--- src/rtl/wb_regfile.sv ---
`default_nettype none
// ============================================================================
// Module   : wb_regfile
// Purpose  : 32 x 32-bit register file with a write-back source mux. It has
//            two combinational read ports and a counter of committed writes.
//            Register 0 is hard-wired to zero.
// Revision : 1.0 - initial release
// ----------------------------------------------------------------------------
// Ports    : clk            - single clock, rising edge
//            rst_n          - asynchronous active-low reset
//            WB_RegWrite    - write-back request
//            WB_WriteReg    - destination register index
//            WB_RegSrc      - write-data source (00 ALU, 01 mem, 10 PC+4,
//                             11 reserved)
//            WB_aluResult,
//            WB_dmOut,
//            WB_PC          - candidate write-data sources
//            rs_addr/rt_addr- read addresses
//            rs_data/rt_data- read data
//            wb_data        - selected write-back value (forwarding path)
//            wb_count       - number of committed writes (wraps silently)
// Config   : WB_BYPASS_EN   - when defined, a read that hits the register
//                             being committed this cycle returns wb_data
//                             instead of the old array contents.
// ============================================================================
module wb_regfile (
    input  logic        clk,
    input  logic        rst_n,
    input  logic        WB_RegWrite,
    input  logic [4:0]  WB_WriteReg,
    input  logic [1:0]  WB_RegSrc,
    input  logic [31:0] WB_aluResult,
    input  logic [31:0] WB_dmOut,
    input  logic [31:0] WB_PC,
    input  logic [4:0]  rs_addr,
    input  logic [4:0]  rt_addr,
    output logic [31:0] rs_data,
    output logic [31:0] rt_data,
    output logic [31:0] wb_data,
    output logic [31:0] wb_count
);

    localparam logic [1:0]  c_SRC_ALU = 2'b00;
    localparam logic [1:0]  c_SRC_MEM = 2'b01;
    localparam logic [1:0]  c_SRC_PC4 = 2'b10;
    localparam logic [1:0]  c_SRC_RSV = 2'b11;
    localparam logic [4:0]  c_ZERO_REG = 5'd0;
    localparam logic [31:0] c_PC_STEP  = 32'd4;

    logic [31:0] r_regs [0:31];
    logic [31:0] r_wb_count;
    logic [31:0] w_wb_data;
    logic [31:0] w_rs_data;
    logic [31:0] w_rt_data;
    logic        w_commit;

    // Write-back source mux. The reserved encoding yields zero.
    always_comb begin
        w_wb_data = 32'h0;
        case (WB_RegSrc)
            c_SRC_ALU: w_wb_data = WB_aluResult;
            c_SRC_MEM: w_wb_data = WB_dmOut;
            c_SRC_PC4: w_wb_data = WB_PC + c_PC_STEP;
            default:   w_wb_data = 32'h0;
        endcase
    end

    // A write to r0 or one using the reserved source is dropped. It changes
    // neither the array nor the counter. The rst_n term keeps the bypass
    // path quiet during reset.
    assign w_commit = WB_RegWrite && (WB_WriteReg != c_ZERO_REG) &&
                      (WB_RegSrc != c_SRC_RSV) && rst_n;

    // Entry 0 is cleared on reset and never written, because w_commit
    // excludes it. The read mux also forces address 0 to zero.
    always_ff @(posedge clk or negedge rst_n) begin
        if (!rst_n) begin
            for (int i = 0; i < 32; i++) begin
                r_regs[i] <= 32'h0;
            end
            r_wb_count <= 32'h0;
        end else if (w_commit) begin
            r_regs[WB_WriteReg] <= w_wb_data;
            r_wb_count          <= r_wb_count + 32'd1;
        end
    end

    always_comb begin
        w_rs_data = (rs_addr == c_ZERO_REG) ? 32'h0 : r_regs[rs_addr];
        w_rt_data = (rt_addr == c_ZERO_REG) ? 32'h0 : r_regs[rt_addr];
`ifdef WB_BYPASS_EN
        // w_commit already rules out WB_WriteReg == 0. A match therefore
        // never bypasses address 0.
        if (w_commit && (rs_addr == WB_WriteReg)) begin
            w_rs_data = w_wb_data;
        end
        if (w_commit && (rt_addr == WB_WriteReg)) begin
            w_rt_data = w_wb_data;
        end
`endif
    end

    assign rs_data  = w_rs_data;
    assign rt_data  = w_rt_data;
    assign wb_data  = w_wb_data;
    assign wb_count = r_wb_count;

endmodule
`default_nettype wire

--- config.mk ---
export PLATFORM = sky130hd
export DESIGN_NAME = wb_regfile
export DESIGN_NICKNAME = d
export VERILOG_FILES = /design/src/rtl/wb_regfile.sv
export SDC_FILE = /design/constraint.sdc
export NUM_CORES = 2
export LEC_CHECK = 0
export BUFFER_PORTS_ARGS = -buffer_cell sky130_fd_sc_hd__buf_2
export CELL_PAD_IN_SITES_DETAIL_PLACEMENT = 1
export CELL_PAD_IN_SITES_GLOBAL_PLACEMENT = 2
export CORE_AREA = 2 2 478 480
export DETAILED_ROUTE_END_ITERATION = 8
export DIE_AREA = 0 0 480 482
export HOLD_SLACK_MARGIN = 0.05
export PLACE_DENSITY_LB_ADDON = 0.1
export SLEW_MARGIN = 40
export SYNTH_ARGS = -nofsm -noshare
export SYNTH_HDL_FRONTEND = slang
export SYNTH_SLANG_ARGS = --single-unit
--- constraint.sdc ---
create_clock -name clk -period 3.8 [get_ports clk]
set_input_delay 0.57 -clock clk [delete_from_list [all_inputs] [get_ports clk]]
set_output_delay 0.57 -clock clk [all_outputs]
set_load 0.01 [all_outputs]
== Word level (Yosys, flattened, before mapping) ==
Index checks and enable logic that the tools add are counted.
Word-level totals
  register bits after elaboration: 1056
  word-level logic and storage cells: 65
Cells by class
  $add $sub $neg: 2
  $lt $le $gt $ge: 4
  eq/ne operators: 3
  multiplexer cells: 12
  bitwise logic cells: 3
  reduce and logical (&&, ||, !) cells: 8
Operators with widths (number)
  bitwise mux 1024 bit: 1
  binary-select mux 32 bit (select 5 bit): 2
  two-way mux 32 bit: 7
  demux 32 bit (select 5 bit): 1
  case mux 32 bit (3 select lines): 1
  adder 32 x 1 -> 32 bit, second input constant: 1
  adder 32 x 3 -> 32 bit, second input constant: 1
  >= comparator 6 bit, second input constant: 3
  NOT 5 -> 6 bit: 3
  zero test 5 bit: 2
  < comparator 6 x 1 -> 1 bit, second input constant: 1
  nonzero test 5 bit: 1
  logical AND 1 bit: 4
  equality test 2 x 1 -> 1 bit, second input constant: 1
  equality test 2 bit, second input constant: 1
  zero test 2 bit: 1
  != test 2 bit, second input constant: 1

== Depth between registers and ports, before layout ==
  word-level depth: 6
  gate-level depth with buffers: 10
  mapped depth without buffers: 6

== Worst setup path before layout ==
OpenSTA, ideal clock, no wires.
  path kind: input port to output port
  start: input rs_addr[0]
  end: output rs_data[18]
  arrival time: 2.545 ns
  required time: 3.230 ns
  setup slack: 0.685 ns
  stages on the path: 9
  path buffers: 5
  path through: buf_2 buf_2 buf_2 buf_2 buf_2 nand2_1 o221ai_1 a211oi_1 nor3_1
Between the ends
  longest elaborated chain between the ends: 5
Ends and longest elaborated chain
  from (decl): line 35  | input logic [4:0] rs_addr,
  NOT 5 -> 6 bit (not written as such): line 89  | w_rs_data = (rs_addr == c_ZERO_REG) ? 32'h0 : r_regs[rs_addr];
  binary-select mux 32 bit (select 5 bit): line 89
  two-way mux 32 bit (not written as such) (2 in a row): line 89
  two-way mux 32 bit *: line 89
  to (decl): line 37  | output logic [31:0] rs_data,
Mark *: on every way between the ends. The rest lies on a longest branch, timed or not. The select of a mux whose other input is x is not followed.

== Worst setup path after layout ==
  start: register r_regs[934] in the netlist's numbering
  end: output rs_data[6]
Between the ends
  longest elaborated chain between the ends: 4
Ends and longest elaborated chain
  from (decl): line 50  | logic [31:0] r_regs [0:31];
  from (signal, indexed assignment): line 83  | r_regs[WB_WriteReg] <= w_wb_data;
  binary-select mux 32 bit (select 5 bit): line 89
  two-way mux 32 bit (not written as such) (2 in a row): line 89
  two-way mux 32 bit: line 89
Every way passes these cells. The select of a mux whose other input is x is not followed.

==> impl_metrics.env <==
export IMPL_status="complete, no violations"
export IMPL_setup_viol=0
export IMPL_portBuffers=243
export IMPL_holdWs_ns=0.224
export IMPL_hpwl_mm=179
export IMPL_combinationalPowerShare_pct=18.3
export IMPL_tightest_slew_ns=0.795
export IMPL_multiInputGateArea_um2=27900
export IMPL_drtIter0Drc=2856
export IMPL_grt_pass1_wl_mm=377
export IMPL_worstSkewPairLatency_ns=0.78
export IMPL_drt_wl_total_mm=265
export IMPL_cp_data_arrival_time_ns=3.11
export IMPL_cts_tree="done"
export IMPL_die_height_um=482
export IMPL_avgRoutedWirePerCell_um=31.1
export IMPL_syn_num_nets=5348
export IMPL_firstDrtPassIters=7
export IMPL_vias=44270
export IMPL_cts_sinks=1056
export IMPL_ys_seq_area_share_pct=47.0
export IMPL_grt_pass1_vias=46641
export IMPL_clkPwrFrac_pct=40.0
export IMPL_required_ns=3.23
export IMPL_routabilityCongestion=0.801
export IMPL_internal_power_mw=23.3
export IMPL_slew_headroom_pct=45.5
export IMPL_cellPowerDensity_nw_per_um2=492
export IMPL_ys_ff_latch=1056
export IMPL_timing_fmax_ghz=0.272
export IMPL_yosys_area_top_type="dfrtp_1"
export IMPL_initial_core_util_pct=24.8
export IMPL_grt_overflow=0
export IMPL_synth_flop_cell="dfrtp_1"
export IMPL_ant_nets=0
export IMPL_reg2regPathDepth=5
export IMPL_synth_top_area_share_pct=47.0
export IMPL_p_seq_share_pct=41.7
export IMPL_synth_warning_count=0
export IMPL_crit_path_end_kind="output port"
export IMPL_n_fill_cell=25044
export IMPL_final_hold_viol_count=0
export IMPL_tns_ns=0
export IMPL_netlist_instances=5229
export IMPL_period_share_pct=96.8
export IMPL_postCtsSetupRepairBufs=0
export IMPL_synth_cells_most_frequent="dfrtp_1 (1056), nand2_1 (629), nor2_1 (550)"
export IMPL_dieArea_um2=231000
export IMPL_crit_fanout=3
export IMPL_worstSetupPathType="register to output port"
export IMPL_die_w_um=480
export IMPL_drcViolationCount=0
export IMPL_num_nets_final=5520
export IMPL_viasPerCell=5.20
export IMPL_grt_max_degree=140
export IMPL_cts_buffer_depth=3
export IMPL_synth_most_common_cell="dfrtp_1"
export IMPL_min_path_type="primary input to async pin"
export IMPL_postLayoutCellArea_um2=67900
export IMPL_dp_cells=8268
export IMPL_peakVddDrop_mv=0.309
export IMPL_cts_root_buf="clkbuf_16"
export IMPL_core_area_um2=226000
export IMPL_placed_area_um2=63300
export IMPL_track_usage_pct=22.9
export IMPL_p_total_mw=33.4
export IMPL_power_share_switching_pct=30.2
export IMPL_antenna_found_initial=15
export IMPL_slew_viol_final=0
export IMPL_cts_inserted_buffers=138
export IMPL_finalClockSkew_ns=0.00814
export IMPL_drive_above_1_share_pct=27.5
export IMPL_startpoint_type="register"
export IMPL_syn_to_final_growth_pct=20.7
export IMPL_rsz0062_at_grt="no"
export IMPL_ios=244
export IMPL_finalNonFillerCells=8515
export IMPL_htreeDepth=4
export IMPL_seq_area_um2=26400
export IMPL_synth_edff_count=0
export IMPL_netSwitchingPower_mw=10.1
export IMPL_path_clk_slew_ns=0.06
export IMPL_fin_crit_ns=3.68
export IMPL_yosysUniqueCellTypes=59
export IMPL_async_flop_share_pct=100
export IMPL_leakage_nw=28.6
export IMPL_rows=175
export IMPL_drv_cap=0
export IMPL_synth_area_leaders="dfrtp_1 (47%), mux4_2 (17%), o21ai_0 (4.6%)"
export IMPL_synth_avg_cell_area_um2=10.7
export IMPL_syn_area_um2=56200
path summary, 6_finish.rpt:
kind	endpoint	slack, ns	start
max	rs_data[6]	0.12	r_regs[934]
min	r_regs[249]	0.22	rst_n
max reg2reg	wb_count[22]	1.40	wb_count[6]
min reg2reg	r_regs[1007]	0.37	r_regs[1007]
max in group asynchronous	r_regs[746]	1.71	rst_n
min in group clk	r_regs[536]	0.34	WB_WriteReg[4]
what timing repair did:
action | 4_1_cts | 5_1_grt
gates resized for setup | 0 | 3
endpoints found under the setup margin | 0 | 3
hold endpoints to repair | 88 | 0
hold buffers | 1 | 0
worst max-delay path: stages (launching register included):
cell	delay, ns
dfrtp_1	0.40
mux4_2	0.50
mux2i_1	0.15
nor2_1	0.06
a2111oi_0	0.60
buf_4	0.23
nor3_1	0.05
buf_4	0.17
buf_2	0.16
power groups by stage:
stage | Combinational [mW] | Clock, mW | Sequential, mW
floorplan | 3.85 | 0 | 13.6
global placement | 6.13 | 0 | 14.0
detailed placement | 6.23 | 0 | 14.1
CTS | 6.25 | 13.8 | 13.9
global route | 6.74 | 14.2 | 14.1
finish | 6.13 | 13.4 | 13.9
cells in the final DEF (no fill, tap or decap), drive strengths merged, types with 9 or more instances in the layout:
master  synthesis  routed
o21ai         578     578
a31oi         162     162
o211ai         22      22
xor2           14      14
inv            37      49
nor2          550     550
and4            9       9
mux2          131     131
clkinv          0      19
nand4          27      27
buf           124     599
o221ai         92      92
and3           11      11
xnor2          32      32
a21oi         352     352
a211oi         42      42
o22ai          34      34
nand3          63      63
a221o          25      25
clkbuf        444     199
nand2         629     629
nor3           30      30
nand2b         27      27
dfrtp        1056    1056
mux4          428     428
mux2i         201     201
a221oi         28      28
nor4           20      20
stage by stage:
stage	utilization [%]	setup slack (ns)
global placement	27.9	-0.251
CTS	30.0	0.0121
global route	30.0	0.00942
detailed placement	28.0	0.0371
finish	30.0	0.121
floorplan	-	0.685
cells by family (layout without fill, tap and decap cells):
family,count (synthesis),after routing,share of synthesized area [%]
flip-flops,1056,1056,47.0
other,0,5,0
adder cells (fa/ha/maj),3,3,0.0668
XOR/XNOR,46,46,0.717
AND/OR/NAND/NOR,1399,1399,10.3
AO/OA/AOI/OAI,1360,1360,14.3
buffers and inverters,605,877,4.27
multiplexers,760,760,23.4
flip-flops by register name (all words and copies together) (netlist names):
name	count
wb_count	32
r_regs	1024
per-layer routing:
| layer | wire (um) | track usage [%] |
|---|---|---|
| met4 | 7560 | 6.27 |
| met3 | 9220 | 3.00 |
| met1 | 118000 | 30.6 |
| met5 | 40 | 0 |
| met2 | 129000 | 38.7 |
area by class of cell:
| cell class | instances | share of cell area (%) |
|---|---|---|
| multi-input combinational | 3568 | 41.2 |
| sequential | 1056 | 38.9 |
| timing repair buffer | 600 | 7.53 |
| clock buffer | 199 | 5.83 |
| tap | 3009 | 5.55 |
| clock inverter | 41 | 0.771 |
| inverter | 37 | 0.205 |
| antenna | 5 | 0.0184 |
(Power assumes the default switching activity.)
